==> src/rtl/step_request_scheduler_if.sv <==
// step_request_scheduler_if
//   Button-level inputs and step-pulse outputs between the debounce
//   front end, the step scheduler and the Gray-code counter.
//   master: drives the enable and debounced levels, observes the pulses.
//   slave : the scheduler itself.
interface step_request_scheduler_if;
    logic EN;        // 1 = stepping allowed
    logic UP_IN;     // debounced UP button level
    logic DOWN_IN;   // debounced DOWN button level
    logic UP;        // one-cycle step-up pulse
    logic DOWN;      // one-cycle step-down pulse
    logic ACTIVE;    // scheduler is not idle
    logic CONFLICT;  // scheduler is locked out by a conflicting press

    modport master (
        output EN, UP_IN, DOWN_IN,
        input  UP, DOWN, ACTIVE, CONFLICT
    );

    modport slave (
        input  EN, UP_IN, DOWN_IN,
        output UP, DOWN, ACTIVE, CONFLICT
    );
endinterface : step_request_scheduler_if

==> src/rtl/step_request_scheduler.sv <==
// step_request_scheduler
//   Turns debounced UP/DOWN button levels into single-cycle step pulses
//   for the Gray-code counter. A clean press gives one pulse in the cycle
//   after the level is first sampled high; pressing both buttons, or the
//   other button while one is held, locks the scheduler out until both
//   buttons are released. EN=0 suppresses every pulse.
//
//   Build option: define AUTO_REPEAT_EN to make a held button repeat,
//   first after HOLD_CYCLES and then every REPEAT_CYCLES. Without it the
//   hold timer is not built and each press yields exactly one pulse.
//
//   Clocking: single clock CLK, synchronous active-high reset RST.
module step_request_scheduler #(
    parameter int unsigned HOLD_CYCLES   = 25_000_000,
    parameter int unsigned REPEAT_CYCLES = 5_000_000,
    parameter int unsigned TMR_W         = 25
) (
    input  logic                     CLK,
    input  logic                     RST,
    step_request_scheduler_if.slave  bus
);

    // Configuration sanity: repeat intervals below 2 collide with the
    // press pulse, and the timer must be able to reach the last count.
    if (HOLD_CYCLES < 2 || REPEAT_CYCLES < 2) begin : g_bad_cycles
        $error("HOLD_CYCLES and REPEAT_CYCLES must both be >= 2");
    end
    if ((64'(HOLD_CYCLES) - 64'd1) > ((64'd1 << TMR_W) - 64'd1) ||
        (64'(REPEAT_CYCLES) - 64'd1) > ((64'd1 << TMR_W) - 64'd1)) begin : g_bad_tmr_w
        $error("TMR_W too narrow for HOLD_CYCLES/REPEAT_CYCLES");
    end

    typedef enum logic [1:0] {
        S_IDLE    = 2'd0,
        S_HOLD_UP = 2'd1,
        S_HOLD_DN = 2'd2,
        S_LOCKOUT = 2'd3
    } state_e;

    state_e state_q, state_d;

    // Previous button levels for press detection. They come out of reset
    // at 1 so a button already held during reset never counts as a press.
    logic up_q,   down_q;

    // Registered outputs.
    logic up_pulse_q,  up_pulse_d;
    logic dn_pulse_q,  dn_pulse_d;
    logic active_q,    active_d;
    logic conflict_q,  conflict_d;

    logic press_up;
    logic press_dn;
    logic own_level;
    logic other_level;

`ifdef AUTO_REPEAT_EN
    localparam logic [TMR_W-1:0] HOLD_LAST   = TMR_W'(HOLD_CYCLES - 1);
    localparam logic [TMR_W-1:0] REPEAT_LAST = TMR_W'(REPEAT_CYCLES - 1);
    localparam logic [TMR_W-1:0] TMR_SAT     = {TMR_W{1'b1}};

    logic [TMR_W-1:0] timer_q, timer_d;
    // Set on entry to a hold state: the next repeat is the long first one.
    logic             first_pend_q, first_pend_d;
    logic             repeat_due;
`endif

    assign press_up = bus.UP_IN   & ~up_q;
    assign press_dn = bus.DOWN_IN & ~down_q;

    // In a hold state, "own" is the button that started the hold.
    assign own_level   = (state_q == S_HOLD_UP) ? bus.UP_IN   : bus.DOWN_IN;
    assign other_level = (state_q == S_HOLD_UP) ? bus.DOWN_IN : bus.UP_IN;

`ifdef AUTO_REPEAT_EN
    assign repeat_due = first_pend_q ? (timer_q == HOLD_LAST)
                                     : (timer_q == REPEAT_LAST);
`endif

    // Next-state, pulse and timer decision for the current cycle.
    always_comb begin
        // NOTE: every variable assigned here gets a default first, so no
        // path through the case can leave one unassigned and infer a latch.
        state_d    = state_q;
        up_pulse_d = 1'b0;
        dn_pulse_d = 1'b0;
`ifdef AUTO_REPEAT_EN
        // Cleared unless the FSM stays in a hold state this cycle.
        timer_d      = '0;
        first_pend_d = first_pend_q;
`endif

        if (!bus.EN) begin
            // Disabled: never pulse; a still-held button must be released
            // before it can count as a press again.
            state_d = (bus.UP_IN | bus.DOWN_IN) ? S_LOCKOUT : S_IDLE;
        end else begin
            unique case (state_q)
                S_IDLE: begin
                    if (press_up && !bus.DOWN_IN) begin
                        up_pulse_d = 1'b1;
                        state_d    = S_HOLD_UP;
                    end else if (press_dn && !bus.UP_IN) begin
                        dn_pulse_d = 1'b1;
                        state_d    = S_HOLD_DN;
                    end else if (press_up || press_dn) begin
                        // A press while the other button is high, including
                        // both pressed on the same edge.
                        state_d = S_LOCKOUT;
                    end
`ifdef AUTO_REPEAT_EN
                    first_pend_d = 1'b1;
`endif
                end

                S_HOLD_UP, S_HOLD_DN: begin
                    // Conflict wins over release when both happen together.
                    if (other_level) begin
                        state_d = S_LOCKOUT;
                    end else if (!own_level) begin
                        state_d = S_IDLE;
                    end else begin
`ifdef AUTO_REPEAT_EN
                        if (repeat_due) begin
                            up_pulse_d   = (state_q == S_HOLD_UP);
                            dn_pulse_d   = (state_q == S_HOLD_DN);
                            first_pend_d = 1'b0;
                        end else if (timer_q != TMR_SAT) begin
                            timer_d = timer_q + 1'b1;
                        end else begin
                            timer_d = timer_q;
                        end
`endif
                    end
                end

                S_LOCKOUT: begin
                    if (!bus.UP_IN && !bus.DOWN_IN) begin
                        state_d = S_IDLE;
                    end
                end

                default: begin
                    state_d = S_IDLE;
                end
            endcase
        end

        active_d   = (state_d != S_IDLE);
        conflict_d = (state_d == S_LOCKOUT);
    end

    // State, level history and output registers.
    always_ff @(posedge CLK) begin
        // NOTE: sequential state uses non-blocking assignments so every
        // register samples the pre-edge values regardless of statement order.
        if (RST) begin
            state_q    <= S_IDLE;
            up_q       <= 1'b1;
            down_q     <= 1'b1;
            up_pulse_q <= 1'b0;
            dn_pulse_q <= 1'b0;
            active_q   <= 1'b0;
            conflict_q <= 1'b0;
        end else begin
            state_q    <= state_d;
            up_q       <= bus.UP_IN;
            down_q     <= bus.DOWN_IN;
            up_pulse_q <= up_pulse_d;
            dn_pulse_q <= dn_pulse_d;
            active_q   <= active_d;
            conflict_q <= conflict_d;
        end
    end

`ifdef AUTO_REPEAT_EN
    // Hold timer and first-repeat flag.
    always_ff @(posedge CLK) begin
        if (RST) begin
            timer_q      <= '0;
            first_pend_q <= 1'b1;
        end else begin
            timer_q      <= timer_d;
            first_pend_q <= first_pend_d;
        end
    end
`endif

    assign bus.UP       = up_pulse_q;
    assign bus.DOWN     = dn_pulse_q;
    assign bus.ACTIVE   = active_q;
    assign bus.CONFLICT = conflict_q;

endmodule : step_request_scheduler

==> src/flat_wrapper.sv <==
// flat-port wrapper written by rule: the top's interface ports become plain ports
module step_request_scheduler_flat 
#(
    parameter int unsigned HOLD_CYCLES   = 25_000_000,
    parameter int unsigned REPEAT_CYCLES = 5_000_000,
    parameter int unsigned TMR_W         = 25
)
  (CLK, RST, bus_EN, bus_UP_IN, bus_DOWN_IN, bus_UP, bus_DOWN, bus_ACTIVE, bus_CONFLICT);
  step_request_scheduler_if bus_i ();
  input  logic CLK;
  input  logic RST;
  input wire logic [$bits(bus_i.EN)-1:0] bus_EN;
  input wire logic [$bits(bus_i.UP_IN)-1:0] bus_UP_IN;
  input wire logic [$bits(bus_i.DOWN_IN)-1:0] bus_DOWN_IN;
  output wire logic [$bits(bus_i.UP)-1:0] bus_UP;
  output wire logic [$bits(bus_i.DOWN)-1:0] bus_DOWN;
  output wire logic [$bits(bus_i.ACTIVE)-1:0] bus_ACTIVE;
  output wire logic [$bits(bus_i.CONFLICT)-1:0] bus_CONFLICT;
  assign bus_i.EN = bus_EN;
  assign bus_i.UP_IN = bus_UP_IN;
  assign bus_i.DOWN_IN = bus_DOWN_IN;
  assign bus_UP = bus_i.UP;
  assign bus_DOWN = bus_i.DOWN;
  assign bus_ACTIVE = bus_i.ACTIVE;
  assign bus_CONFLICT = bus_i.CONFLICT;
  step_request_scheduler #(.HOLD_CYCLES(HOLD_CYCLES), .REPEAT_CYCLES(REPEAT_CYCLES), .TMR_W(TMR_W)) u_core (.CLK(CLK), .RST(RST), .bus(bus_i));
endmodule
==> config.mk <==
export PLATFORM = sky130hd
export DESIGN_NAME = step_request_scheduler_flat
export DESIGN_NICKNAME = d
export VERILOG_FILES = /design/src/rtl/step_request_scheduler_if.sv /design/src/rtl/step_request_scheduler.sv /design/src/flat_wrapper.sv
export SDC_FILE = /design/constraint.sdc
export NUM_CORES = 1
export LEC_CHECK = 0
export BUFFER_PORTS_ARGS = -buffer_cell sky130_fd_sc_hd__clkbuf_2
export CORE_AREA = 5 5 42 44
export DETAILED_ROUTE_END_ITERATION = 6
export DIE_AREA = 0 0 47 49
export PLACE_DENSITY = 0.49
export SLEW_MARGIN = 20
export SYNTH_ARGS = -nofsm -noshare
export SYNTH_HDL_FRONTEND = slang
export SYNTH_SLANG_ARGS = --single-unit
==> constraint.sdc <==
create_clock -name CLK -period 5.1 [get_ports CLK]
set_input_delay 0.765 -clock CLK [delete_from_list [all_inputs] [get_ports CLK]]
set_output_delay 0.765 -clock CLK [all_outputs]
set_load 0.02 [all_outputs]
Yosys cells after proc, flatten, opt, wreduce, memory -nomap -nowiden
Cells that the tools add are included.
{"block": "op_classes", "eq_ne": 4, "mux": 13, "bitwise_logic": 7, "reduce_logical": 11}
{"operator": "$mux W2", "count": 8}
{"operator": "$eq A2 B2 Y1 const B", "count": 3}
{"operator": "$pmux W2 S3", "count": 1}
{"operator": "$mux W1", "count": 4}
{"operator": "$not A1 Y1", "count": 4}
{"operator": "$reduce_or A4 Y1", "count": 1}
{"operator": "$logic_and A1 B1 Y1", "count": 3}
{"operator": "$reduce_or A3 Y1", "count": 1}
{"operator": "$and A1 B1 Y1", "count": 2}
{"operator": "$eq A2 B1 Y1 const B", "count": 1}
{"operator": "$logic_not A1 Y1", "count": 2}
{"operator": "$logic_not A2 Y1", "count": 1}
{"operator": "$reduce_bool A2 Y1", "count": 1}
{"operator": "$reduce_or A2 Y1", "count": 1}
{"operator": "$logic_or A1 B1 Y1", "count": 1}
{"operator": "$or A1 B1 Y1", "count": 1}
{"block": "totals", "regBits": 8, "inputBits": 5, "out_inout_bits": 4, "word_cells": 42}

Logic depth before layout (Yosys ltp)
Gate-level depths: netlist of the first run.
{"block": "depth", "ltp_word": 9, "mapped_depth": 7}

Worst setup path before layout of the first run
OpenSTA, ideal clock, no wires.
{"block": "synth_path", "path_kind": "input-to-reg", "startpoint": "in bus_UP_IN", "endpoint": "reg u_core.active_q (netlist: u_core.bus.ACTIVE)", "setup_ps": 125, "t_arrival_ps": 1638, "required_ps": 4975, "path_slack_ps": 3336, "path_stages": 4, "cell_sequence": "mux2_4 > a221o_1 > a41oi_2 > o21ai_1"}
{"block": "synth_between", "elab_chain_len": 8, "word_cells_on_any_way": 19, "cone_classes": "11 x mux; 2 x bitwise; 6 x reduce/logical"}
{"item": "start: declaration", "line_no": "flat_wrapper.sv:13", "text": "input wire logic [$bits(bus_i.UP_IN)-1:0] bus_UP_IN;"}
{"item": "$and A1 B1 Y1", "line_no": "step_request_scheduler.sv:68", "text": "assign press_up = bus.UP_IN & ~up_q;"}
{"item": "$logic_or A1 B1 Y1", "line_no": "step_request_scheduler.sv:106", "text": "end else if (press_up || press_dn) begin"}
{"item": "$mux W2", "line_no": "step_request_scheduler.sv:106"}
{"item": "$mux W2", "line_no": "step_request_scheduler.sv:103", "text": "end else if (press_dn && !bus.UP_IN) begin"}
{"item": "$mux W2", "line_no": "step_request_scheduler.sv:100", "text": "if (press_up && !bus.DOWN_IN) begin"}
{"item": "$pmux W2 S3", "line_no": "step_request_scheduler.sv:98", "text": "unique case (state_q)"}
{"item": "$mux W2 *", "line_no": "step_request_scheduler.sv:93", "text": "if (!bus.EN) begin"}
{"item": "$reduce_bool A2 Y1 *", "line_no": "step_request_scheduler.sv:149", "text": "active_d = (state_d != S_IDLE);"}
{"item": "end signal: assignment", "line_no": "step_request_scheduler.sv:171", "text": "active_q <= active_d;"}
{"item": "end: declaration", "line_no": "step_request_scheduler.sv:49", "text": "logic active_q, active_d;"}
Every way passes the cells marked *; elsewhere a longest branch is shown, timed or not.
A chain may end at the register's enable or synchronous reset.

Worst setup path after layout of the first run
{"block": "layout_path", "startpoint": "reg u_core.state_q[1]", "endpoint": "reg u_core.active_q (netlist: u_core.bus.ACTIVE)"}
{"block": "layout_between", "elab_chain_len": 7, "word_cells_on_any_way": 16, "cone_classes": "3 x eq/ne; 10 x mux; 3 x reduce/logical"}
{"item": "start: declaration", "line_no": "step_request_scheduler.sv:40", "text": "state_e state_q, state_d;"}
{"item": "start signal: assignment", "line_no": "step_request_scheduler.sv:166", "text": "state_q <= state_d;"}
{"item": "$eq A2 B1 Y1", "line_no": "step_request_scheduler.sv:72, step_request_scheduler.sv:73, step_request_scheduler.sv:98"}
{"item": "$mux W1", "line_no": "step_request_scheduler.sv:72", "text": "assign own_level = (state_q == S_HOLD_UP) ? bus.UP_IN : bus.DOWN_IN;"}
{"item": "$mux W2", "line_no": "step_request_scheduler.sv:120", "text": "end else if (!own_level) begin"}
{"item": "$mux W2", "line_no": "step_request_scheduler.sv:118", "text": "if (other_level) begin"}
{"item": "$pmux W2 S3 *", "line_no": "step_request_scheduler.sv:98"}
{"item": "$mux W2 *", "line_no": "step_request_scheduler.sv:93"}
{"item": "$reduce_bool A2 Y1 *", "line_no": "step_request_scheduler.sv:149"}
Marks and branches as above.

==> qor.csv, run 1 <==
stage,metric,value,unit
run_status,status,"finished, final reports clean",
power,power per cell area,333,nW/um^2
min_path,hold path cells,2,
yosys,syn avg cell area,9.21,sq um
worst_setup_path,CP startpoint kind,flip-flop,
global_route,initial antenna violation count,0,
yosys,Mapped Nets,53,
yosys,#FFs+latches synth,8,
global_route,grt peak-use layer,met2,
job,maxcap violations,0,
timing,Final min period,1.83,ns
power,Worst VDD drop,0.156,mV
power,P_sw,48.4,uW
min_path,hold crit path type,reg2reg,
global_route,met2 Use GR,10.6,%
worst_setup_path,CP Max Fanout,4,
routing,via count,329,
global_route,first-pass GRT wire length,1350,microns
yosys,Yosys warning count,0,
cells_and_area,Layout area overhead,20.4,%
timing,Fin. Hold Viols,0,
floorplan,Die ar.,2300,sq um
routing,DRT Wirelength,749,microns
global_route,met3 usage,5.54,%
yosys,Cells after Synth,44,
global_route,largest net degree at the start of global routing,8,
power,part of the power in combinational logic,26.2,%
clocking,H-tree Lvls,1,
routing,DRC viols,0,
cells_and_area,# fillers,159,
power,register share of total power,44.5,%
global_route,vias in the first global route,321,
cells_and_area,Multi-input gate area,226,sq um
timing,worst slew pin tran,0.267,ns
yosys,synth unique cells,16,
clocking,hold buffer count at cts,0,
clocking,clk_lat worst skew,0.25,ns
routing,DRT antenna net count,0,
timing,max-slew violation count,0,
global_route,GRT Overall Usage,8.11,%
worst_setup_path,r2r worst-path depth,6,
worst_setup_path,arrival time worst endpoint,1.96,ns
floorplan,Placeable Area,1400,sq um
clocking,Worst-path clk slew,0.05,ns
floorplan,Initial Utilization,28.9,%
clocking,clock root cell,clkbuf_4,
placed_design,PortBufs,8,
floorplan,IO Count,9,
timing,RSZ-0062 raised after global routing,no,
cells_and_area,FF/Latch Area,160,sq um
clocking,CTS Sinks,8,
yosys,sequential area share after synthesis,39.5,%
power,Internal,114,uW
cells_and_area,ant diodes,0,
power,Clock power frac,29.3,%
routing,DRT iter0 DRCs,4,
routing,WL/cell,10.5,microns
placed_design,RD Place Congestion,0.808,
cells_and_area,share of layout cells above drive strength 1,27.3,%
worst_setup_path,Critical Setup Path Class,reg2reg,
placed_design,DP Wirelength,590,microns
timing,WHS,0.567,ns
global_route,met1 usage,10.4,%
cells_and_area,Final Net Count,66,
worst_setup_path,endpoint type of the worst setup path,flip-flop,
power,leakage power,0.000235,uW
clocking,Clock Path Buffers,2,
clocking,cts repair resizes,0,
power,Sw Ratio,29.8,%
clocking,Num CTS Buffers,3,
timing,fin crit share,35.8,%
floorplan,Die Y-Extent,49,microns
timing,worst clock skew,0.00175,ns
routing,Via density,4.63,
global_route,grt ovf,0,
timing,setup total negative slack,0,ns
timing,setup violators final,0,
routing,Pre-antenna DRT Iters,4,
timing,maximum clock rate,547,MHz
floorplan,Die W,47,microns
timing,Max-slew headroom,81.9,%
floorplan,# rows,14,
worst_setup_path,Worst EP required,5.23,ns
clocking,setup bufs post-CTS,0,
clocking,TritonCTS clock tree,built,
yosys,"Cell Area, Synth",405,sq um
cells in the mapped netlist:
cell type / n / area share, %
dfxtp_1: 8 / 40
inv_1: 5 / 4.6
nor2_1: 5 / 4.6
ha_1: 4 / 12
nand2_1: 4 / 3.7
nor3_1: 4 / 4.9
nand2b_1: 3 / 4.6
a221o_1: 2 / 4.9
or2_2: 2 / 3.1
a21o_1: 1 / 1.9
a221oi_1: 1 / 2.2
a311o_1: 1 / 2.5
a41oi_2: 1 / 4.0
mux2_4: 1 / 3.7
o21ai_1: 1 / 1.2
o311ai_1: 1 / 2.2
power groups by stage:
stage          clock network (uW)  registers [uW]  logic, uW
2_1_floorplan                   0            76.0       28.0
5_1_grt                      52.4            73.1       48.6
3_3_place_gp                    0            73.8       43.5
3_5_place_dp                    0            73.5       42.9
4_1_cts                      49.9            72.3       43.0
6_report                     47.7            72.3       42.6
registers in the layout, indices dropped and copies added (netlist names):
signal               flops
u_core.state_q           2
u_core.bus.ACTIVE        1
u_core.down_q            1
u_core.bus.CONFLICT      1
u_core.up_q              1
u_core.bus.DOWN          1
u_core.bus.UP            1
per-layer routing:
| layer | share of wire [%] | up-vias |
|---|---|---|
| li1 | - | 176 |
| met1 | 49 | 145 |
| met2 | 45 | 8 |
| met3 | 6.1 | 0 |
| met4 | 0 | 0 |
| met5 | 0 | - |
through the flow:
step	total power [uW]	instances	utilization, %	worst slack, ns	cell area [sq um]
after CTS	165	71	34.8	3.28	488
after global placement	117	68	33.2	3.12	465
after global routing	174	71	34.8	3.17	488
final	163	71	34.8	3.27	488
after detailed placement	116	68	33.2	3.11	465
after floorplan	104	44	-	3.34	405
path summary, 6_finish.rpt:
| check | endpoint | slack, ns | from |
|---|---|---|---|
| worst max register to register | u_core.bus.ACTIVE$_SDFF_PP0_ | 3.27 | u_core.state_q[1]$_SDFF_PP0_ |
| worst max-delay path | u_core.bus.ACTIVE$_SDFF_PP0_ | 3.27 | u_core.state_q[1]$_SDFF_PP0_ |
| worst min register to register | u_core.bus.DOWN$_SDFF_PP0_ | 0.57 | u_core.down_q$_SDFF_PP1_ |
| worst min-delay path | u_core.bus.DOWN$_SDFF_PP0_ | 0.57 | u_core.down_q$_SDFF_PP1_ |
area by class of cell:
class	instances	share of cell area (%)
Tap cell	16	4.10
Clock buffer	3	4.62
Multi-Input combinational cell	31	46.4
Inverter	5	3.85
Timing Repair Buffer	8	8.21
Sequential cell	8	32.8
cell usage in the layout (no fill, tap or decap), drive strengths merged, types with 2 or more instances in the layout:
cell and n:
nor3 4, inv 5, ha 4, nand2 4, a221o 2, clkbuf 11
nor2 5, or2 2, dfxtp 8, nand2b 3
worst max-delay path, stage by stage, from the launching register on:
cell and delay, ns:
dfxtp_1 0.40, inv_1 0.10, ha_1 0.23, mux2_4 0.30, a221o_1 0.37, a41oi_2 0.22
o21ai_1 0.09
cell families after synthesis:
kind of cell    synth area share [%]
simple gates                    21.0
compound gates                  18.8
flops                           39.5
buf+inv                         4.63
fa+ha+maj                       12.3
mux                             3.70
No activity file was read; power rests on OpenSTA's default activity.
==> inputs of run 2 (changes only) <==
Clock period 5.1 ns to 1.8 ns, I/O delays scaled along.
==> run 2 against run 1 <==
Net effect:
- total power rose to 2.9 times the previous value
- largest power group unchanged
- flip-flop and latch count did not move
- die area unchanged
- final area increased by 5.4%
- sequential share of layout area shrank 1.4 points
- routed wire length grew 9.5%
- worst setup slack got worse by 3.2 ns
- via count rose by 5.5%
- cell count up 4.2%
- clock power rose to 2.9 times the previous value
==> qor.csv, run 2 (synthesis results as in run 1) <==
stage,metric,value,unit
timing,WHS,0.250,ns
placed_design,DP Wirelength,663,microns
placed_design,PortBufs,8,
routing,via count,347,
worst_setup_path,CP Max Fanout,5,
cells_and_area,Final Cell Area,514,sq um
worst_setup_path,Critical Setup Path Class,reg2reg,
placed_design,dpl ws,0.0448,ns
cells_and_area,ant diodes,0,
routing,WL/cell,11.1,microns
worst_setup_path,Worst EP required,1.93,ns
min_path,hold crit path type,in2reg,
worst_setup_path,crit-path cells,inv_1 > ha_1 > nor2_1 > nor2_1 > a221o_1 > a41oi_2 > o21ai_1,
routing,DRT iter0 DRCs,6,
floorplan,Initial Utilization,28.9,%
global_route,first-pass GRT wire length,1430,microns
cells_and_area,FF/Latch Area,161,sq um
global_route,GRT Overall Usage,8.53,%
global_route,initial antenna violation count,0,
clocking,Num CTS Buffers,3,
worst_setup_path,register-to-register setup slack,0.12,ns
timing,setup violators final,0,
power,Worst VDD drop,0.376,mV
worst_setup_path,critical path's largest stage delay,0.37,ns
routing,DRT Wirelength,820,microns
cells_and_area,"most common cell after layout, fill and taps aside",clkbuf_2,
cells_and_area,"commonest cells after routing, fill and taps aside","clkbuf_2, dfxtp_1, nor2_1",
cells_and_area,largest reg by FF count,u_core.state_q,
run_status,status,"finished, final reports clean",
cells_and_area,Multi-input gate area,229,sq um
timing,Max-slew headroom,78.4,%
floorplan,Die Y-Extent,49,microns
cells_and_area,Layout area overhead,26.9,%
global_route,vias in the first global route,351,
routing,Pre-antenna DRT Iters,3,
cells_and_area,Post-Layout Cell Count,74,
timing,worst slew pin tran,0.318,ns
routing,Via density,4.69,
timing,post-route setup slack,0.122,ns
clocking,cts repair resizes,0,
floorplan,Placeable Area,1400,sq um
timing,max-slew violation count,0,
timing,Fin. Hold Viols,0,
routing,DRC viols,0,
worst_setup_path,"slowest stage cell, crit path",dfxtp_2,
floorplan,Die W,47,microns
global_route,grt ovf,0,
clocking,hold buffer count at cts,0,
placed_design,placed cell count,71,
global_route,largest net degree at the start of global routing,8,
cells_and_area,share of layout cells above drive strength 1,36.2,%
placed_design,RD Place Congestion,0.783,
floorplan,Die ar.,2300,sq um
routing,DRT antenna net count,0,
clocking,clk_lat worst skew,0.25,ns
timing,fin crit share,93.2,%
timing,worst clock skew,0.00393,ns
clocking,CTS Sinks,8,
worst_setup_path,arrival time worst endpoint,1.81,ns
cells_and_area,# fillers,155,
timing,Final min period,1.68,ns
clocking,TritonCTS clock tree,built,
placed_design,area after detailed placement,488,sq um
worst_setup_path,most frequent CP cell,nor2_1,
clocking,Clock Path Buffers,2,
floorplan,IO Count,9,
floorplan,# rows,14,
timing,setup total negative slack,0,ns
clocking,H-tree Lvls,1,
worst_setup_path,endpoint type of the worst setup path,flip-flop,
job,maxcap violations,0,
clocking,Worst-path clk slew,0.05,ns
cells_and_area,Final Net Count,69,
worst_setup_path,CP startpoint kind,flip-flop,
timing,RSZ-0062 raised after global routing,no,
timing,maximum clock rate,596,MHz
cells_and_area,Largest register FFs,2,
clocking,clock root cell,clkbuf_4,
clocking,setup bufs post-CTS,0,
power,leakage power,0.000248,uW
power,power per cell area,930,nW/um^2
[run 2: cell types whose count changed in the layout (fill, tap and decap cells not counted)]
cell     delta
ha_1        -1
dfxtp_2     +1
dfxtp_1     -1
inv_2       +1
inv_1       -1
buf_4       +3
ha_2        +1
[run 2: final timing paths]
check                          startpoint                            to  cells after the start
min                                   RST  u_core.state_q[0]$_SDFF_PP0_                      2
max          u_core.state_q[0]$_SDFF_PP0_  u_core.bus.ACTIVE$_SDFF_PP0_                      7
min reg2reg      u_core.down_q$_SDFF_PP1_    u_core.bus.DOWN$_SDFF_PP0_                      2
max reg2reg  u_core.state_q[0]$_SDFF_PP0_  u_core.bus.ACTIVE$_SDFF_PP0_                      7
[run 2: final cells by class]
cell class,count,area share (%)
Clock buffer,3,4.38
Inverter,5,3.65
Multi-Input combinational cell,31,44.5
Sequential cell,8,31.4
Tap cell,16,3.89
Timing Repair Buffer,11,12.2
[run 2: routing by layer]
metal / GRT usage (%) / routed length, microns / vias to the layer above
li1: - / - / 184
met1: 9.93 / 358 / 150
met2: 12.4 / 381 / 11
met3: 5.54 / 62 / 2
met4: 2.76 / 17 / 0
met5: 0 / 0 / -
[run 2: worst max-delay path, delay by kind of cell (launching register included)]
family | cells | cell delay [ns]
AO/OA/AOI/OAI | 3 | 0.64
adder cells (fa/ha/maj) | 1 | 0.33
flip-flops | 1 | 0.37
AND/OR/NAND/NOR | 2 | 0.16
buffers and inverters | 1 | 0.07
[run 2: stage by stage]
step | total power [uW] | util (%)
3_5_place_dp | 344 | 34.8
2_1_floorplan | 295 | -
5_1_grt | 516 | 36.7
6_report | 478 | 36.7
3_3_place_gp | 344 | 34.8
4_1_cts | 485 | 36.4
[run 2: power by group]
part / internal (uW) / switching (uW)
clock network: 76.2 / 60.2
logic: 64.8 / 74.0
registers: 194 / 9.08
total: 335 / 143
